### src/rtl/vga_sync_monitor_pkg.sv
// Shared constants, FSM state encoding and small arithmetic helpers for the
// VGA sync monitor. Default timing is 640x480@60 expressed in 50 MHz clocks.
package vga_sync_monitor_pkg;

    localparam int H_TOTAL_DEF     = 1600;
    localparam int H_SYNC_DEF      = 192;
    localparam int V_TOTAL_DEF     = 525;
    localparam int V_SYNC_DEF      = 2;
    localparam int TOL_DEF         = 4;
    localparam int LOCK_FRAMES_DEF = 2;

    localparam logic [11:0] HCNT_MAX = 12'hFFF;
    localparam logic [9:0]  VCNT_MAX = 10'h3FF;
    localparam logic [7:0]  ERR_MAX  = 8'hFF;

    typedef enum logic [1:0] {
        ST_SEARCH = 2'd0,
        ST_TRACK  = 2'd1,
        ST_LOCKED = 2'd2
    } state_e;

    function automatic logic [11:0] sat_inc12(input logic [11:0] v);
        return (v == HCNT_MAX) ? v : v + 12'd1;
    endfunction

    function automatic logic [9:0] sat_inc10(input logic [9:0] v);
        return (v == VCNT_MAX) ? v : v + 10'd1;
    endfunction

    function automatic logic [7:0] sat_inc8(input logic [7:0] v);
        return (v == ERR_MAX) ? v : v + 8'd1;
    endfunction

    // |meas - nominal| > tol, evaluated in 13-bit signed so a short
    // measurement cannot wrap into a large positive difference.
    function automatic logic out_of_tol(input logic [11:0] meas,
                                        input logic [11:0] nominal,
                                        input logic [11:0] tol);
        logic signed [12:0] diff;
        logic signed [12:0] mag;
        diff = $signed({1'b0, meas}) - $signed({1'b0, nominal});
        mag  = (diff < 0) ? -diff : diff;
        return mag > $signed({1'b0, tol});
    endfunction

endpackage

### src/rtl/vga_sync_edge.sv
// Brings one asynchronous active-low sync line into the clock domain and
// flags its falling and rising edges. Flops idle high so reset looks like
// an inactive sync rather than a fresh pulse.
module vga_sync_edge (
    input  logic clk,
    input  logic rst,
    input  logic async_in,
    output logic fall,
    output logic rise
);

    logic meta_q, meta_d;
    logic sync_q, sync_d;
    logic dly_q,  dly_d;

    // Two-stage synchronizer followed by a one-cycle delay for edge detection.
    always_comb begin
        meta_d = async_in;
        sync_d = meta_q;
        dly_d  = sync_q;
    end

    // Synchronizer and delay registers, reset to the idle-high level.
    always_ff @(posedge clk or posedge rst) begin
        if (rst) begin
            meta_q <= 1'b1;
            sync_q <= 1'b1;
            dly_q  <= 1'b1;
        end else begin
            meta_q <= meta_d;
            sync_q <= sync_d;
            dly_q  <= dly_d;
        end
    end

    assign fall = dly_q & ~sync_q;
    assign rise = ~dly_q & sync_q;

endmodule

### src/rtl/vga_sync_monitor.sv
// Receive-side VGA timing checker: measures line period, hsync width, lines
// per frame and vsync width, tracks conformance over whole frames and
// declares lock after LOCK_FRAMES consecutive good frames. Also exports the
// live raster position and per-line / per-frame strobes.
module vga_sync_monitor
    import vga_sync_monitor_pkg::*;
#(
    parameter int H_TOTAL     = H_TOTAL_DEF,
    parameter int H_SYNC      = H_SYNC_DEF,
    parameter int V_TOTAL     = V_TOTAL_DEF,
    parameter int V_SYNC      = V_SYNC_DEF,
    parameter int TOL         = TOL_DEF,
    parameter int LOCK_FRAMES = LOCK_FRAMES_DEF
) (
    input  logic        clk50M,
    input  logic        rst,
    input  logic        hsync_in,
    input  logic        vsync_in,
    output logic        locked,
    output logic        line_tick,
    output logic        frame_tick,
    output logic [11:0] hpos,
    output logic [9:0]  vpos,
    output logic [11:0] h_period,
    output logic [11:0] h_width,
    output logic [9:0]  v_lines,
    output logic [9:0]  v_width,
    output logic [7:0]  err_cnt,
    output logic [1:0]  dbg_state
);

    localparam logic [11:0] H_TOTAL_L = 12'(H_TOTAL);
    localparam logic [11:0] H_SYNC_L  = 12'(H_SYNC);
    localparam logic [11:0] TOL_L     = 12'(TOL);
    localparam logic [9:0]  V_TOTAL_L = 10'(V_TOTAL);
    localparam logic [9:0]  V_SYNC_L  = 10'(V_SYNC);
    localparam logic [7:0]  LOCK_L    = 8'(LOCK_FRAMES);

    logic h_fall, h_rise, v_fall, v_rise;

    vga_sync_edge u_hsync_edge (
        .clk      (clk50M),
        .rst      (rst),
        .async_in (hsync_in),
        .fall     (h_fall),
        .rise     (h_rise)
    );

    vga_sync_edge u_vsync_edge (
        .clk      (clk50M),
        .rst      (rst),
        .async_in (vsync_in),
        .fall     (v_fall),
        .rise     (v_rise)
    );

    // Measurement state
    logic [11:0] h_cnt_q, h_cnt_d;
    logic [11:0] h_period_q, h_period_d;
    logic [11:0] h_width_q, h_width_d;
    logic [9:0]  v_cnt_q, v_cnt_d;
    logic [9:0]  v_lines_q, v_lines_d;
    logic [9:0]  vw_cnt_q, vw_cnt_d;
    logic [9:0]  v_width_q, v_width_d;
    logic        bad_q, bad_d;
    logic        line_tick_q, line_tick_d;
    logic        frame_tick_q, frame_tick_d;
    logic        frame_good_q, frame_good_d;

    // Tracking state
    state_e      state_q, state_d;
    logic [7:0]  good_cnt_q, good_cnt_d;
    logic [7:0]  err_cnt_q, err_cnt_d;
    logic        locked_q, locked_d;

    logic [11:0] h_cnt_inc;
    logic [9:0]  lines_now;
    logic        bad_now;

    // Per-edge measurements. The clock count is taken as h_cnt+1 so that the
    // fall-to-fall distance and the fall-to-rise distance are both in whole
    // clocks. An hsync fall landing on a vsync fall belongs to the frame that
    // is ending, so it is folded into the line count and bad flag first.
    always_comb begin
        h_cnt_inc = sat_inc12(h_cnt_q);
        h_cnt_d   = h_fall ? 12'd0 : h_cnt_inc;
        h_period_d = h_fall ? h_cnt_inc : h_period_q;
        h_width_d  = h_rise ? h_cnt_inc : h_width_q;

        bad_now = bad_q
                | (h_fall && out_of_tol(h_cnt_inc, H_TOTAL_L, TOL_L))
                | (h_rise && out_of_tol(h_cnt_inc, H_SYNC_L, TOL_L));

        lines_now = h_fall ? sat_inc10(v_cnt_q) : v_cnt_q;
        v_cnt_d   = v_fall ? 10'd0 : lines_now;
        v_lines_d = v_fall ? lines_now : v_lines_q;

        // vsync width counts hsync falls in [vsync fall, vsync rise)
        vw_cnt_d = vw_cnt_q;
        if (v_fall) begin
            vw_cnt_d = {9'd0, h_fall};
        end else if (h_fall) begin
            vw_cnt_d = sat_inc10(vw_cnt_q);
        end
        v_width_d = v_rise ? vw_cnt_q : v_width_q;

        frame_good_d = !bad_now && (lines_now == V_TOTAL_L) && (v_width_q == V_SYNC_L);
        bad_d        = v_fall ? 1'b0 : bad_now;

        line_tick_d  = h_fall;
        frame_tick_d = v_fall;
    end

    // Measurement registers; all update on the same edge as the tick.
    always_ff @(posedge clk50M or posedge rst) begin
        if (rst) begin
            h_cnt_q      <= '0;
            h_period_q   <= '0;
            h_width_q    <= '0;
            v_cnt_q      <= '0;
            v_lines_q    <= '0;
            vw_cnt_q     <= '0;
            v_width_q    <= '0;
            bad_q        <= 1'b0;
            line_tick_q  <= 1'b0;
            frame_tick_q <= 1'b0;
            frame_good_q <= 1'b0;
        end else begin
            h_cnt_q      <= h_cnt_d;
            h_period_q   <= h_period_d;
            h_width_q    <= h_width_d;
            v_cnt_q      <= v_cnt_d;
            v_lines_q    <= v_lines_d;
            vw_cnt_q     <= vw_cnt_d;
            v_width_q    <= v_width_d;
            bad_q        <= bad_d;
            line_tick_q  <= line_tick_d;
            frame_tick_q <= frame_tick_d;
            frame_good_q <= frame_good_d;
        end
    end

    // Lock tracker, driven by the registered frame verdict so it reacts one
    // cycle after frame_tick. A saturated line counter means hsync has gone
    // away and overrides any frame verdict.
    always_comb begin
        state_d    = state_q;
        good_cnt_d = good_cnt_q;
        err_cnt_d  = err_cnt_q;
        if (h_cnt_q == HCNT_MAX) begin
            state_d    = ST_SEARCH;
            good_cnt_d = 8'd0;
            if (state_q == ST_LOCKED) begin
                err_cnt_d = sat_inc8(err_cnt_q);
            end
        end else if (frame_tick_q) begin
            case (state_q)
                ST_SEARCH: begin
                    state_d    = ST_TRACK;
                    good_cnt_d = 8'd0;
                end
                ST_TRACK: begin
                    if (frame_good_q) begin
                        good_cnt_d = sat_inc8(good_cnt_q);
                        if (sat_inc8(good_cnt_q) >= LOCK_L) begin
                            state_d = ST_LOCKED;
                        end
                    end else begin
                        good_cnt_d = 8'd0;
                    end
                end
                ST_LOCKED: begin
                    if (!frame_good_q) begin
                        err_cnt_d  = sat_inc8(err_cnt_q);
                        state_d    = ST_TRACK;
                        good_cnt_d = 8'd0;
                    end
                end
                default: begin
                    state_d    = ST_SEARCH;
                    good_cnt_d = 8'd0;
                end
            endcase
        end
        locked_d = (state_d == ST_LOCKED);
    end

    // Tracker registers.
    always_ff @(posedge clk50M or posedge rst) begin
        if (rst) begin
            state_q    <= ST_SEARCH;
            good_cnt_q <= '0;
            err_cnt_q  <= '0;
            locked_q   <= 1'b0;
        end else begin
            state_q    <= state_d;
            good_cnt_q <= good_cnt_d;
            err_cnt_q  <= err_cnt_d;
            locked_q   <= locked_d;
        end
    end

    assign locked     = locked_q;
    assign line_tick  = line_tick_q;
    assign frame_tick = frame_tick_q;
    assign hpos       = h_cnt_q;
    assign vpos       = v_cnt_q;
    assign h_period   = h_period_q;
    assign h_width    = h_width_q;
    assign v_lines    = v_lines_q;
    assign v_width    = v_width_q;
    assign err_cnt    = err_cnt_q;
    assign dbg_state  = state_q;

endmodule

### config.mk
export PLATFORM = sky130hd
export DESIGN_NAME = vga_sync_monitor
export DESIGN_NICKNAME = d
export VERILOG_FILES = /design/src/rtl/vga_sync_monitor_pkg.sv /design/src/rtl/vga_sync_edge.sv /design/src/rtl/vga_sync_monitor.sv
export SDC_FILE = /design/constraint.sdc
export NUM_CORES = 1
export LEC_CHECK = 0
export ABC_AREA = 1
export CAP_MARGIN = 20
export CORE_ASPECT_RATIO = 0.7
export CORE_UTILIZATION = 55
export CTS_CLUSTER_DIAMETER = 50
export DETAILED_ROUTE_END_ITERATION = 12
export PLACE_DENSITY = 0.78
export SLEW_MARGIN = 30
export SYNTH_ARGS = -nofsm -noshare
export SYNTH_HDL_FRONTEND = slang
export SYNTH_HIERARCHICAL = 1
export SYNTH_SLANG_ARGS = --single-unit
### constraint.sdc
create_clock -name clk50M -period 4.3 [get_ports clk50M]
set_input_delay 0.86 -clock clk50M [delete_from_list [all_inputs] [get_ports clk50M]]
set_output_delay 0.86 -clock clk50M [all_outputs]
set_load 0.005 [all_outputs]
==> key figures <==
CTS
  – TritonCTS Buffers: 9
  – Clock tree from TritonCTS: done
  – CTS Buffer Depth: 2
  – CTS HTree Levels: 3
  – CTS Root Buffer Type: clkbuf_16
  – CTS clk-pin slew, worst paths: 0.07 ns
  – Clock insertion delay at the later pin of the skew report: 0.35 ns
  – Number of setup buffers added after CTS: 0
  – Hold buffer count at CTS: 0
  – CTS resizes: 0
  – Sinks on the clock net: 105

Floorplan
  – Number of placed I/O pins: 83
  – Initial Utilization: 56.99%
  – Core ar.: 0.009759 mm2
  – Die outline area: 0.01052 mm2
  – Site row count: 30
  – Overall die width: 122.2 um
  – Vertical die dimension: 86.14 um

Placement
  – Buffers added on ports: 82
  – Placed wire-length estimate: 9.586 mm
  – Worst setup timing slack at the placement stage: 1.260 ns
  – Placed Area: 0.006528 mm2
  – Routability Congestion: 0.8559

Timing
  – Transition time at the pin with the least slew margin: 0.7395 ns
  – Part of the cycle the worst path needs: 72.65%
  – Final critical-path required period: 3.124 ns
  – Max Freq: 0.3201 GHz
  – Number of failing hold endpoints at the final stage: 0
  – Final critical-path setup slack: 1.176 ns
  – Sum of negative setup slack: 0 ns
  – Setup repair after global routing missed its margin: false
  – Pins over their slew limit: 0
  – Setup Viol. Count Final: 0
  – Setup Skew: 0.007972 ns
  – Post-route worst hold slack: 0.3583 ns
  – Max-Slew Margin vs Limit: 50.65%

Final layout
  – Relative area change from synthesis to final layout: 22.59%
  – Area taken by flip-flops and latches: 0.002635 mm2
  – Fin nets: 791
  – Filler cells: 786
  – Count of antenna diodes in the layout: 0
  – Layout cell share with drive strength beyond 1: 9.834%
  – Final cell utilization of the core: 69.86%
  – Area occupied by multi-input gates: 0.002529 mm2
  – Final cell area excluding filler cells: 0.006818 mm2

GRT
  – GRT Total Usage: 27.28%
  – Wire length of the first global-routing pass: 21.94 mm
  – Via count of the first global-routing pass: 4495
  – Total overflow reported by the global router: 0
  – Pin count of the biggest net entering global routing: 67
  – Initial antenna violation count: 0

Min path
  – Worst Min Path Start: u_hsync_edge/meta_q
  – Count of cells along the worst hold path: 0
  – Min-Delay Endpoint: u_hsync_edge/dly_d
  – Type of the tightest min-delay check: reg2reg

Yosys
  – Adder-cell share of the synthesized area: 2.025%
  – Combinational family with the most area after synthesis: simple AND/OR/NAND/NOR gates
  – Post-synthesis mux area share: 0.4049%
  – Parity-gate share of the synthesized area counting xor and xnor cells: 2.992%
  – Sequential fraction of the synthesis area: 47.38%
  – Share of synthesized cell area in and, or, nand and nor gates: 31.14%
  – Fraction of the mapped netlist area in compound gates: 8.864%
  – Synth Warn #: 6
  – Cell count after synthesis: 695
  – Mapped Area: 0.005562 mm2
  – Count of distinct cell types in the synthesized netlist: 39
  – Mean cell area of the mapped netlist: 8.002 um2
  – Post-synth net total: 708
  – Number of storage elements in the synthesis netlist: 105

Critical path
  – Worst setup slack for register-to-register paths: 1.18 ns
  – Worst-path maximum fanout: 23
  – Largest stage delay, worst path: 0.47 ns
  – CP Launch Type: flip-flop
  – Reg2reg path depth: 18
  – WP data arrival: 3.41 ns
  – Endpoint of the most critical register-to-register path: frame_good_q
  – Cell-by-cell trace of the critical path: ha_1 -> inv_1 -> nor2_8 -> nand3_4 -> nand3_4 -> inv_1 -> ha_1 -> nand4_1 -> nand3_1 -> nand2_2 -> nand2_1 -> nand2_1 -> nand3_1 -> nor2_1 -> nand3_1 -> nand3_1 -> nand2_1 -> nor2_1
  – Critical Path Sink Type: flip-flop
  – Worst flop-to-flop path startpoint: hpos[0]
  – Slowest cell on the critical path: dfrtp_1
  – Kind of critical path: reg2reg
  – Critical Path Most Common Cell: nand3_1
  – Required time of the critical path: 4.58 ns

Route
  – Initial detailed-routing violation count: 389
  – Remaining design rule violation count: 0
  – DRT Pass-1 Iters: 5
  – Routed vias: 4936
  – Vias/cell: 5.418
  – Final routed wire length divided by cell count: 14.54 um
  – Wire length after detailed routing: 13.24 mm
  – Remaining antenna violation count: 0

Pwr
  – Power per Cell Area: 371.8 mW/mm2
  – Leakage power figure: 3.249 nW
  – VDD IR max: 252.7 uV

Outcome
  – Result of the run: complete, no violations

Job
  – Max-cap viol count: 0
-- worst max-delay path by stage --
stage	startpoint	endpoint	slack, ns	cells after the start
detailed placement	hpos[0]	bad_q	1.26	18
floorplan	rst	bad_q	0.85	1
global placement	hpos[0]	frame_good_q	1.44	19
finish	hpos[0]	frame_good_q	1.18	18
global route	hpos[0]	frame_good_q	0.84	18
CTS	hpos[0]	bad_q	1.20	18
-- placed cells by master (no fill, tap or decap), drive strengths merged, types with 3 or more instances in the layout --
cell,count
xor2,15
ha,9
nand2,180
dfstp,6
clkbuf,9
nor4,5
xnor2,4
or2,4
inv,90
nor3,8
nand3b,3
buf,4
nor2,84
a21oi,29
nand3,62
o22ai,3
dfrtp,99
o21ai,55
nand4,14
clkinv,6
clkdlybuf4s50,82
a211oi,3
-- report_power, final --
part	switching (W)	leakage [nW]	total, W	internal, W
Combinational	0.000316	1.72	0.000576	0.000260
Clock	0.000392	0.140	0.000797	0.000405
Sequential	0.0000846	1.39	0.00116	0.00108
Total	0.000793	3.25	0.00253	0.00174
-- critical path, delay by kind of cell (launching register included) --
kind | cells | cell delay [ns]
flip-flops | 1 | 0.47
buffers and inverters | 2 | 0.22
AND/OR/NAND/NOR | 14 | 1.86
adder cells (fa/ha/maj) | 2 | 0.48
-- cell type report --
class | count | share of cell area (%)
Inverter | 90 | 4.992
Timing Repair Buffer | 86 | 12.66
Clock buffer | 9 | 3.303
Sequential cell | 105 | 38.65
Tap cell | 128 | 2.349
Multi-Input combinational cell | 486 | 37.09
Clock inverter | 7 | 0.9543
-- sequential cells by signal (all words and copies together), names as in the netlist, 2 cells and up --
| name | cells |
|---|---|
| vpos | 10 |
| v_width | 10 |
| v_lines | 10 |
| hpos | 12 |
| good_cnt_q | 8 |
| err_cnt | 8 |
| dbg_state | 2 |
| h_period | 12 |
| vw_cnt_q | 10 |
| h_width | 12 |
-- Yosys cell counts (all sizes together) --
cell / instances / share of area, %
nand2: 180 / 14
dfrtp: 99 / 45
inv: 88 / 5.9
nor2: 84 / 7.1
nand3: 62 / 6.5
o21ai: 55 / 4.9
a21oi: 29 / 2.6
xor2: 15 / 2.4
nand4: 14 / 1.6
clkbuf: 11 / 0.74
ha: 9 / 2.0
nor3: 8 / 0.72
dfstp: 6 / 2.8
nor4: 5 / 0.56
or2: 4 / 0.45
xnor2: 4 / 0.63
a211oi: 3 / 0.40
buf: 3 / 0.38
nand3b: 3 / 0.40
o22ai: 3 / 0.34
clkinv: 2 / 0.14
mux2: 2 / 0.40
a221oi: 1 / 0.16
a22oi: 1 / 0.14
and3: 1 / 0.11
o21bai: 1 / 0.14
o31ai: 1 / 0.14
or4: 1 / 0.14
-- layer usage --
metal / vias up / global-route usage, % / part of all wire (%)
li1: 2408 / - / -
met1: 2335 / 40.50 / 49
met2: 180 / 39.91 / 43
met3: 13 / 5.718 / 7.0
met4: 0 / 8.537 / 1.0
met5: - / 0 / 0
-- cells by family (layout without fill, tap and decap cells) --
group / count (synthesis) / in the layout
muxes: 2 / 2
xor gates and xnor gates: 19 / 19
buffers and inverters: 104 / 192
AOI/OAI and AO/OA: 94 / 94
and+or+nand+nor: 362 / 362
adders and majority gates: 9 / 9
DFF: 105 / 105
-- metrics by stage --
step	std cells	power, W
5_1_grt	911	0.002671
6_report	911	0.002535
3_3_place_gp	895	0.001733
4_1_cts	911	0.002551
2_1_floorplan	695	0.001491
3_5_place_dp	895	0.001750
Note: power is estimated with default switching activity, not from simulation.
